`src/rtl/skolem_pkg.sv`:
```
// Shared types and helpers for the pipelined Skolem mirror.
//   mode_e        : function select carried with each accepted vector
//   skolem_apply  : y = f_mode(x) on an n-bit slice of a MAX_W-bit container
//   COUNT_W       : width of the completed-transfer counter
package skolem_pkg;

    localparam int unsigned COUNT_W = 32;
    // Widest vector the shared helper can handle; IDX_W indexes it.
    localparam int unsigned MAX_W   = 64;
    localparam int unsigned IDX_W   = 6;

    typedef enum logic [1:0] {
        MODE_IDENT = 2'b00,
        MODE_BREV  = 2'b01,
        MODE_INV   = 2'b10,
        MODE_ROTL  = 2'b11
    } mode_e;

    // Applies the selected mirror function to the low n bits of x; bits above n read as 0.
    function automatic logic [MAX_W-1:0] skolem_apply(
        input logic [MAX_W-1:0] x,
        input mode_e            mode,
        input int unsigned      n,
        input int unsigned      rot
    );
        logic [MAX_W-1:0] y;
        int unsigned      src;
        y = '0;
        for (int unsigned i = 0; i < MAX_W; i++) begin
            src = i;
            if (i < n) begin
                unique case (mode)
                    MODE_IDENT: src = i;
                    MODE_BREV:  src = n - 1 - i;
                    MODE_INV:   src = i;
                    MODE_ROTL:  src = (i + n - (rot % n)) % n;
                    default:    src = i;
                endcase
                y[i] = x[IDX_W'(src)] ^ (mode == MODE_INV);
            end
        end
        return y;
    endfunction

endpackage

```
`src/rtl/skolem_pipe_stage.sv`:
```
// One valid/ready register slice of the elastic pipeline.
//   clk, rst  : clock and synchronous active-high reset
//   load      : this slice may capture (it is empty or its contents move on)
//   up_valid  : upstream slot valid
//   up_data   : upstream payload, W bits
//   valid     : registered slot valid
//   data      : registered payload, W bits
module skolem_pipe_stage #(
    parameter int unsigned W = 8
) (
    input  logic         clk,
    input  logic         rst,
    input  logic         load,
    input  logic         up_valid,
    input  logic [W-1:0] up_data,
    output logic         valid,
    output logic [W-1:0] data
);

    // Payload only changes on a real capture so a stalled output stays stable.
    always_ff @(posedge clk) begin
        if (rst) begin
            valid <= 1'b0;
            data  <= '0;
        end else if (load) begin
            valid <= up_valid;
            if (up_valid) begin
                data <= up_data;
            end
        end
    end

endmodule

```
`src/rtl/skolem_mirror_pipe.sv`:
```
// Pipelined Skolem mirror: y = f_mode(x) through a DEPTH-stage elastic pipe.
// Optional build macro: SKOLEM_CHECK_EN carries x/mode down the pipe and
// re-checks y at completion, raising sticky chk_err on any mismatch.
// Ports:
//   clk, rst            : clock, synchronous active-high reset
//   in_valid / in_ready : input handshake (in_ready is combinational)
//   in_x, in_mode       : N-bit vector and 2-bit function select
//   out_valid/out_ready : output handshake
//   out_y               : N-bit result, straight from the last stage register
//   out_count           : completed transfers, wraps at 2^32
//   chk_err             : sticky self-check error (0 when checking is off)
module skolem_mirror_pipe
    import skolem_pkg::*;
#(
    parameter int unsigned N     = 20,
    parameter int unsigned DEPTH = 2,
    parameter int unsigned ROT   = 1
) (
    input  logic               clk,
    input  logic               rst,
    input  logic               in_valid,
    output logic               in_ready,
    input  logic [N-1:0]       in_x,
    input  logic [1:0]         in_mode,
    output logic               out_valid,
    input  logic               out_ready,
    output logic [N-1:0]       out_y,
    output logic [COUNT_W-1:0] out_count,
    output logic               chk_err
);

`ifdef SKOLEM_CHECK_EN
    localparam int unsigned PW = 2 * N + 2;
`else
    localparam int unsigned PW = N;
`endif

    logic [N-1:0]  y_in;
    logic [PW-1:0] payload;
    logic [DEPTH:0] sv;
    logic [DEPTH:0] rdy;
    logic [PW-1:0] sd [DEPTH+1];
    logic [N-1:0]  y_last;

    // Mode is resolved at entry, so only y needs to travel down the pipe.
    always_comb begin
        y_in = N'(skolem_apply(MAX_W'(in_x), mode_e'(in_mode), N, ROT));
    end

`ifdef SKOLEM_CHECK_EN
    assign payload = {in_mode, in_x, y_in};
`else
    assign payload = y_in;
`endif

    // Ready ripples back from the consumer; an empty stage is always ready.
    always_comb begin
        rdy        = '0;
        rdy[DEPTH] = out_ready;
        for (int k = int'(DEPTH) - 1; k >= 0; k--) begin
            rdy[k] = !sv[k+1] || rdy[k+1];
        end
    end

    assign sv[0]    = in_valid;
    assign sd[0]    = payload;
    assign in_ready = rdy[0];

    for (genvar k = 0; k < DEPTH; k++) begin : g_stage
        skolem_pipe_stage #(.W(PW)) u_stage (
            .clk      (clk),
            .rst      (rst),
            .load     (rdy[k]),
            .up_valid (sv[k]),
            .up_data  (sd[k]),
            .valid    (sv[k+1]),
            .data     (sd[k+1])
        );
    end

    assign y_last    = sd[DEPTH][N-1:0];
    assign out_y     = y_last;
    assign out_valid = sv[DEPTH];

    // Completed-transfer counter; natural wrap at 2^COUNT_W.
    always_ff @(posedge clk) begin
        if (rst) begin
            out_count <= '0;
        end else if (out_valid && out_ready) begin
            out_count <= out_count + COUNT_W'(1);
        end
    end

`ifdef SKOLEM_CHECK_EN
    logic [N-1:0] x_last;
    logic [1:0]   m_last;
    logic [N-1:0] y_ref_c;

    assign {m_last, x_last} = sd[DEPTH][PW-1:N];

    always_comb begin
        y_ref_c = N'(skolem_apply(MAX_W'(x_last), mode_e'(m_last), N, ROT));
    end

    // Sticky until reset: any completed vector whose y disagrees with its x/mode.
    always_ff @(posedge clk) begin
        if (rst) begin
            chk_err <= 1'b0;
        end else if (out_valid && out_ready && (y_ref_c != y_last)) begin
            chk_err <= 1'b1;
        end
    end
`else
    assign chk_err = 1'b0;
`endif

endmodule
```
`config.mk`:
```
export PLATFORM = sky130hd
export DESIGN_NAME = skolem_mirror_pipe
export DESIGN_NICKNAME = d
export VERILOG_FILES = /design/src/rtl/skolem_pkg.sv /design/src/rtl/skolem_pipe_stage.sv /design/src/rtl/skolem_mirror_pipe.sv
export SDC_FILE = /design/constraint.sdc
export NUM_CORES = 1
export LEC_CHECK = 0
export ABC_AREA = 1
export CORE_MARGIN = 5
export CORE_UTILIZATION = 40
export CTS_BUF_LIST = sky130_fd_sc_hd__clkbuf_16
export DETAILED_ROUTE_END_ITERATION = 12
export PLACE_DENSITY = 0.65
export SYNTH_ARGS = -nofsm -noshare
export SYNTH_HDL_FRONTEND = slang
export SYNTH_SLANG_ARGS = --single-unit
```
`constraint.sdc`:
```
create_clock -name clk -period 2.1 [get_ports clk]
set_input_delay 0.42 -clock clk [delete_from_list [all_inputs] [get_ports clk]]
set_output_delay 0.42 -clock clk [all_outputs]
set_load 0.005 [all_outputs]
```
==> metrics.cfg, run 1 <==
[sta]
hold_violations = 0
rsz0062_at_grt = no
hold_slack_ps = 452.5
post-route-min-period_ps = 1966
finalSetupViolCount = 0
finalCritPeriodShare_pct = 93.60
fmaxAchievable_mhz = 508.7
slew_violations = 0
fin_worst_skew_ps = 5.667
setup_tns_ps = 0

[cells_and_area]
syn_to_final_growth_pct = 33.19
final_cell_mix = 93 x nor2_1, 90 x nand2_1, 79 x clkdlybuf4s50_1
finalCoreUtilization_pct = 54.66
final_area_mm2 = 0.005051
nets = 657
diodes = 0
drive_above_1_share_pct = 10.71
layout_commonest_cell = nor2_1

[global_routing]
grt_usage_pct = 17.93
antenna_found_initial = 0
grt_max_degree = 33
first_global_vias = 3569
grt_pass1_wl_um = 16790
grt_overflow = 0

[worst_setup_path]
critPathMaxFanout = 3
critical_path_class = in2out
slowest_stage = clkdlybuf4s50_1
crit_required_ps = 1680
slowest_delay_ps = 500
end_kind = primary output
cp_common_cell = clkdlybuf4s50_1
cp-start-kind = input pin
cp_num_buf_inv = 3
cp_cell_sequence = clkdlybuf4s50_1, inv_1, nand3_2, clkdlybuf4s50_1
arrival_ps = 1550
critPathTopFamily = buffers and inverters

[clock_network]
cts_resized = 0
clock_latency_ps = 320
cts_buffers = 9
htreeDepth = 3
ctsRootBufferMaster = clkbuf_16
clk_pin_slew_worst_paths_ps = 60
cts_tree = done
cts_buffer_depth = 2
ctsHoldBuffers = 0
postCtsSetupRepairBufs = 0
cts_sinks = 74

[floorplan]
num_rows = 35
core-area_mm2 = 0.009240
dieHeight_um = 107.4
pin_count = 81
die_width_um = 107.4
die_area_mm2 = 0.01153
start_util_pct = 41.04

[yosys]
syn_inst = 547
syn_nets = 574
synth.largest_area_cell = dfxtp_1
synthFlopType = dfxtp_1
synth_edf_count = 0
synth_top_area_share_pct = 39.06
synthDistinctLibCells = 41
syn_area_per_cell_um2 = 6.933
synth-seq-cells = 74
async_flop_share_pct = 0
yosys_warnings = 0
synth_area_leaders = dfxtp_1 39%, nor2_1 9.2%, nand2_1 8.9%
yosysSeqAreaShare_pct = 39.06
syn_area_mm2 = 0.003792

[flow_run]
cap_violations = 0

[pwr]
power.density_mw_per_mm2 = 677.8
leakagePower_nw = 1.995
irDropWorstVdd_mv = 0.4415
p_total_mw = 3.424

[routing]
routed_wl_um = 10310
vias = 3816
drt_first_pass_iters = 5
first_iter_violations = 174
drc = 0
wl_per_cell_um = 13.50
avgViaCountPerCell = 4.995
ant_nets = 0

[status]
outcome = completed

[place]
dp_hpwl_um = 7696
portBuffers = 79
gp_congestion = 0.9655
dpl_cell_area_mm2 = 0.004756

[worst_hold_path]
min_path_type = reg2reg

-- stage by stage --
step / std cells / setup slack [ps]
after global routing: 764 / 115.3
after global placement: 748 / 88.06
final: 764 / 134.4
after detailed placement: 748 / 96.79
after floorplan: 547 / 698.1
after CTS: 764 / 133.8
-- metal layers --
metal  global-route usage [%]  vias up  share of wire [%]  wire length [µm]
met5                        0        -                  0                 0
li1                         -     1960                  -                 -
met4                    5.410        0                1.4               146
met1                    24.05     1752                 48              4935
met3                    3.599       13                5.5               565
met2                    29.13       91                 45              4665
-- state kept, by name (all words and copies together), names as in the netlist --
signal                 flops
g_stage.u_stage.valid      2
g_stage.u_stage.data      40
out_count                 32
-- power by group --
part	internal, mW	switching [mW]
Sequential	1.47	0.0324
Clock	0.915	0.598
Combinational	0.194	0.219
-- cell usage after synthesis (all sizes together), types with 2 or more instances --
| library cell | count |
|---|---|
| o221ai | 7 |
| dfxtp | 74 |
| o22ai | 2 |
| xor2 | 4 |
| nor2 | 102 |
| buf | 16 |
| inv | 68 |
| o311ai | 2 |
| nor3 | 12 |
| clkbuf | 6 |
| a21oi | 43 |
| o21ai | 61 |
| nand2 | 97 |
| o211ai | 4 |
| nand4 | 12 |
| o22a | 2 |
| nand3 | 22 |
| nand3b | 2 |
| a22oi | 2 |
-- cells by family after synthesis --
group	share of synthesized area, %
compound gates	18.94
xor+xnor	0.9237
fa+ha+maj	0.3299
buf+inv	9.832
flops	39.06
other cells	0.09888
simple gates	30.81
-- worst reg2reg max path, stage by stage, from the launching register on --
cell      delay [ps]
dfxtp_1          410
ha_1             220
nand3_2          150
nor2_8           150
nand3b_4         110
nor2_4           190
nand3_1          100
nand2_1           80
inv_1             40
nor2_1            90
-- final cells by class --
cell class / instances / area (µm²)
sequential: 74 / 1481
fill: 921 / 4189
timing repair buffer: 94 / 915.9
multi-input combinational: 382 / 1938
clock inverter: 7 / 70.07
tap: 129 / 161.4
inverter: 69 / 259.0
clock buffer: 9 / 225.2
-- worst paths after layout --
path,cells after the start,slack (ps),end,from
max,4,130,in_ready,out_ready
max reg2reg,9,510,out_count[26],out_count[0]
min,2,450,g_stage[1].u_stage.data[9],g_stage[0].u_stage.data[9]
min reg2reg,2,450,g_stage[1].u_stage.data[9],g_stage[0].u_stage.data[9]
(Power assumes the default switching activity.)
==> run 2: changes to the inputs <==
Settings changed: SLEW_MARGIN from default to 20.
==> results of run 2 <==
Same layout as run 1: the final DEF is identical, and so are final timing and power.
==> run 3: changes to the inputs <==
Settings changed: CORE_ASPECT_RATIO from default to 0.8.
==> run 3 against run 2 <==
  * Final cell count fell by 2.0%
  * Routed wire length fell by 0.46%
  * Worst setup slack got worse by 14 ps
  * Non-clock buffer count fell by 1
  * Clock power rose by 15%
  * Critical path depth did not move
  * Largest cell class unchanged
==> metrics.cfg, run 3 (same netlist as run 1, synthesis figures left out) <==
[cells_and_area]
nets = 656
largest_register_ffs = 40
final_cell_mix = 93 x nor2_1, 90 x nand2_1, 79 x clkdlybuf4s50_1
diodes = 0
syn_to_final_growth_pct = 33.52
regMostFlops = g_stage.u_stage.data
drive_above_1_share_pct = 10.41
layout_commonest_cell = nor2_1
top_regs = g_stage.u_stage.data x40, out_count x32, g_stage.u_stage.valid x2

[routing]
drc = 0
wl_per_cell_um = 13.70
drt_first_pass_iters = 5
first_iter_violations = 383
vias = 3809
avgViaCountPerCell = 5.085
ant_nets = 0
routed_wl_um = 10270

[worst_setup_path]
cp_cell_sequence = clkdlybuf4s50_1, inv_1, nand3_2, clkdlybuf4s50_1
arrival_ps = 1560
slowest_delay_ps = 510
crit_required_ps = 1680
cp-start-kind = input pin
end_kind = primary output
critPathMaxFanout = 3
cp_common_cell = clkdlybuf4s50_1
slowest_stage = clkdlybuf4s50_1
critical_path_class = in2out

[place]
portBuffers = 79
dp_hpwl_um = 7542
gp_congestion = 0.9038
post-place-ws_ps = 87.52

[floorplan]
pin_count = 81
start_util_pct = 41.43
num_rows = 31
die_width_um = 118.9
die_area_mm2 = 0.01154
core-area_mm2 = 0.009154
dieHeight_um = 97.09

[clock_network]
clock_latency_ps = 340
ctsRootBufferMaster = clkbuf_16
cts_tree = done
cts_resized = 0
postCtsSetupRepairBufs = 0
cts_buffers = 9
htreeDepth = 3
ctsHoldBuffers = 0
cts_sinks = 74
cts_buffer_depth = 2
clk_pin_slew_worst_paths_ps = 60

[sta]
finalSetupViolCount = 0
fmaxAchievable_mhz = 505.0
post-route-min-period_ps = 1980
fin_worst_skew_ps = 6.778
finalCritPeriodShare_pct = 94.29
hold_violations = 0
rsz0062_at_grt = no
slew_violations = 0
setup_ws_ps = 119.9
setup_tns_ps = 0

[pwr]
power.density_mw_per_mm2 = 719.4
leakagePower_nw = 2.020
irDropWorstVdd_mv = 0.4676

[global_routing]
antenna_found_initial = 0
grt_overflow = 0
grt_pass1_wl_um = 17220
grt_usage_pct = 18.12
first_global_vias = 3549
grt_max_degree = 56

[status]
outcome = completed

[worst_hold_path]
min_path_type = reg2reg

[flow_run]
cap_violations = 0

run 3: layout make-up:
class / count / area, µm²
inverters: 69 / 259.0
flip-flops and latches: 74 / 1481
multi-input cells: 382 / 1938
clock inverters: 7 / 107.6
fillers: 892 / 4090
well taps: 115 / 143.9
clock buffers: 9 / 225.2
repair buffers: 93 / 908.4
run 3: path summary, 6_finish.rpt:
check                                   from                          to  slack (ps)  cells after the start
setup / recovery                   out_ready                    in_ready         120                      4
hold / removal    g_stage[0].u_stage.data[9]  g_stage[1].u_stage.data[9]         450                      2
setup reg to reg                out_count[0]               out_count[24]         510                      8
hold reg to reg   g_stage[0].u_stage.data[9]  g_stage[1].u_stage.data[9]         450                      2
run 3: where the power goes:
group	switching (mW)	total (mW)	internal, mW
clock	0.590	1.74	1.15
combinational	0.214	0.407	0.192
sequential	0.0328	1.50	1.47
total	0.837	3.64	2.81
run 3: routing by layer:
layer | part of all wire [%] | up-vias | GRT usage, %
met5 | 0 | - | 0
met4 | 0.85 | 0 | 4.185
met3 | 5.3 | 9 | 6.810
met2 | 44 | 90 | 26.64
met1 | 50 | 1751 | 25.14
li1 | - | 1959 | -
run 3: worst max-delay path: cells and delay by family:
kind	cells	cell delay [ps]
buffers and inverters	3	1070
AND/OR/NAND/NOR	1	80
run 3: stage by stage:
step	power, mW	utilization [%]	instance area (µm²)	hold WS (ps)	cells
5_1_grt	3.804	55.32	5064	465.0	749
2_1_floorplan	1.748	-	3792	429.7	547
4_1_cts	3.674	55.32	5064	457.3	749
6_report	3.643	55.32	5064	453.7	749
3_3_place_gp	1.928	51.68	4731	442.4	733
3_5_place_dp	1.935	51.68	4731	448.9	733
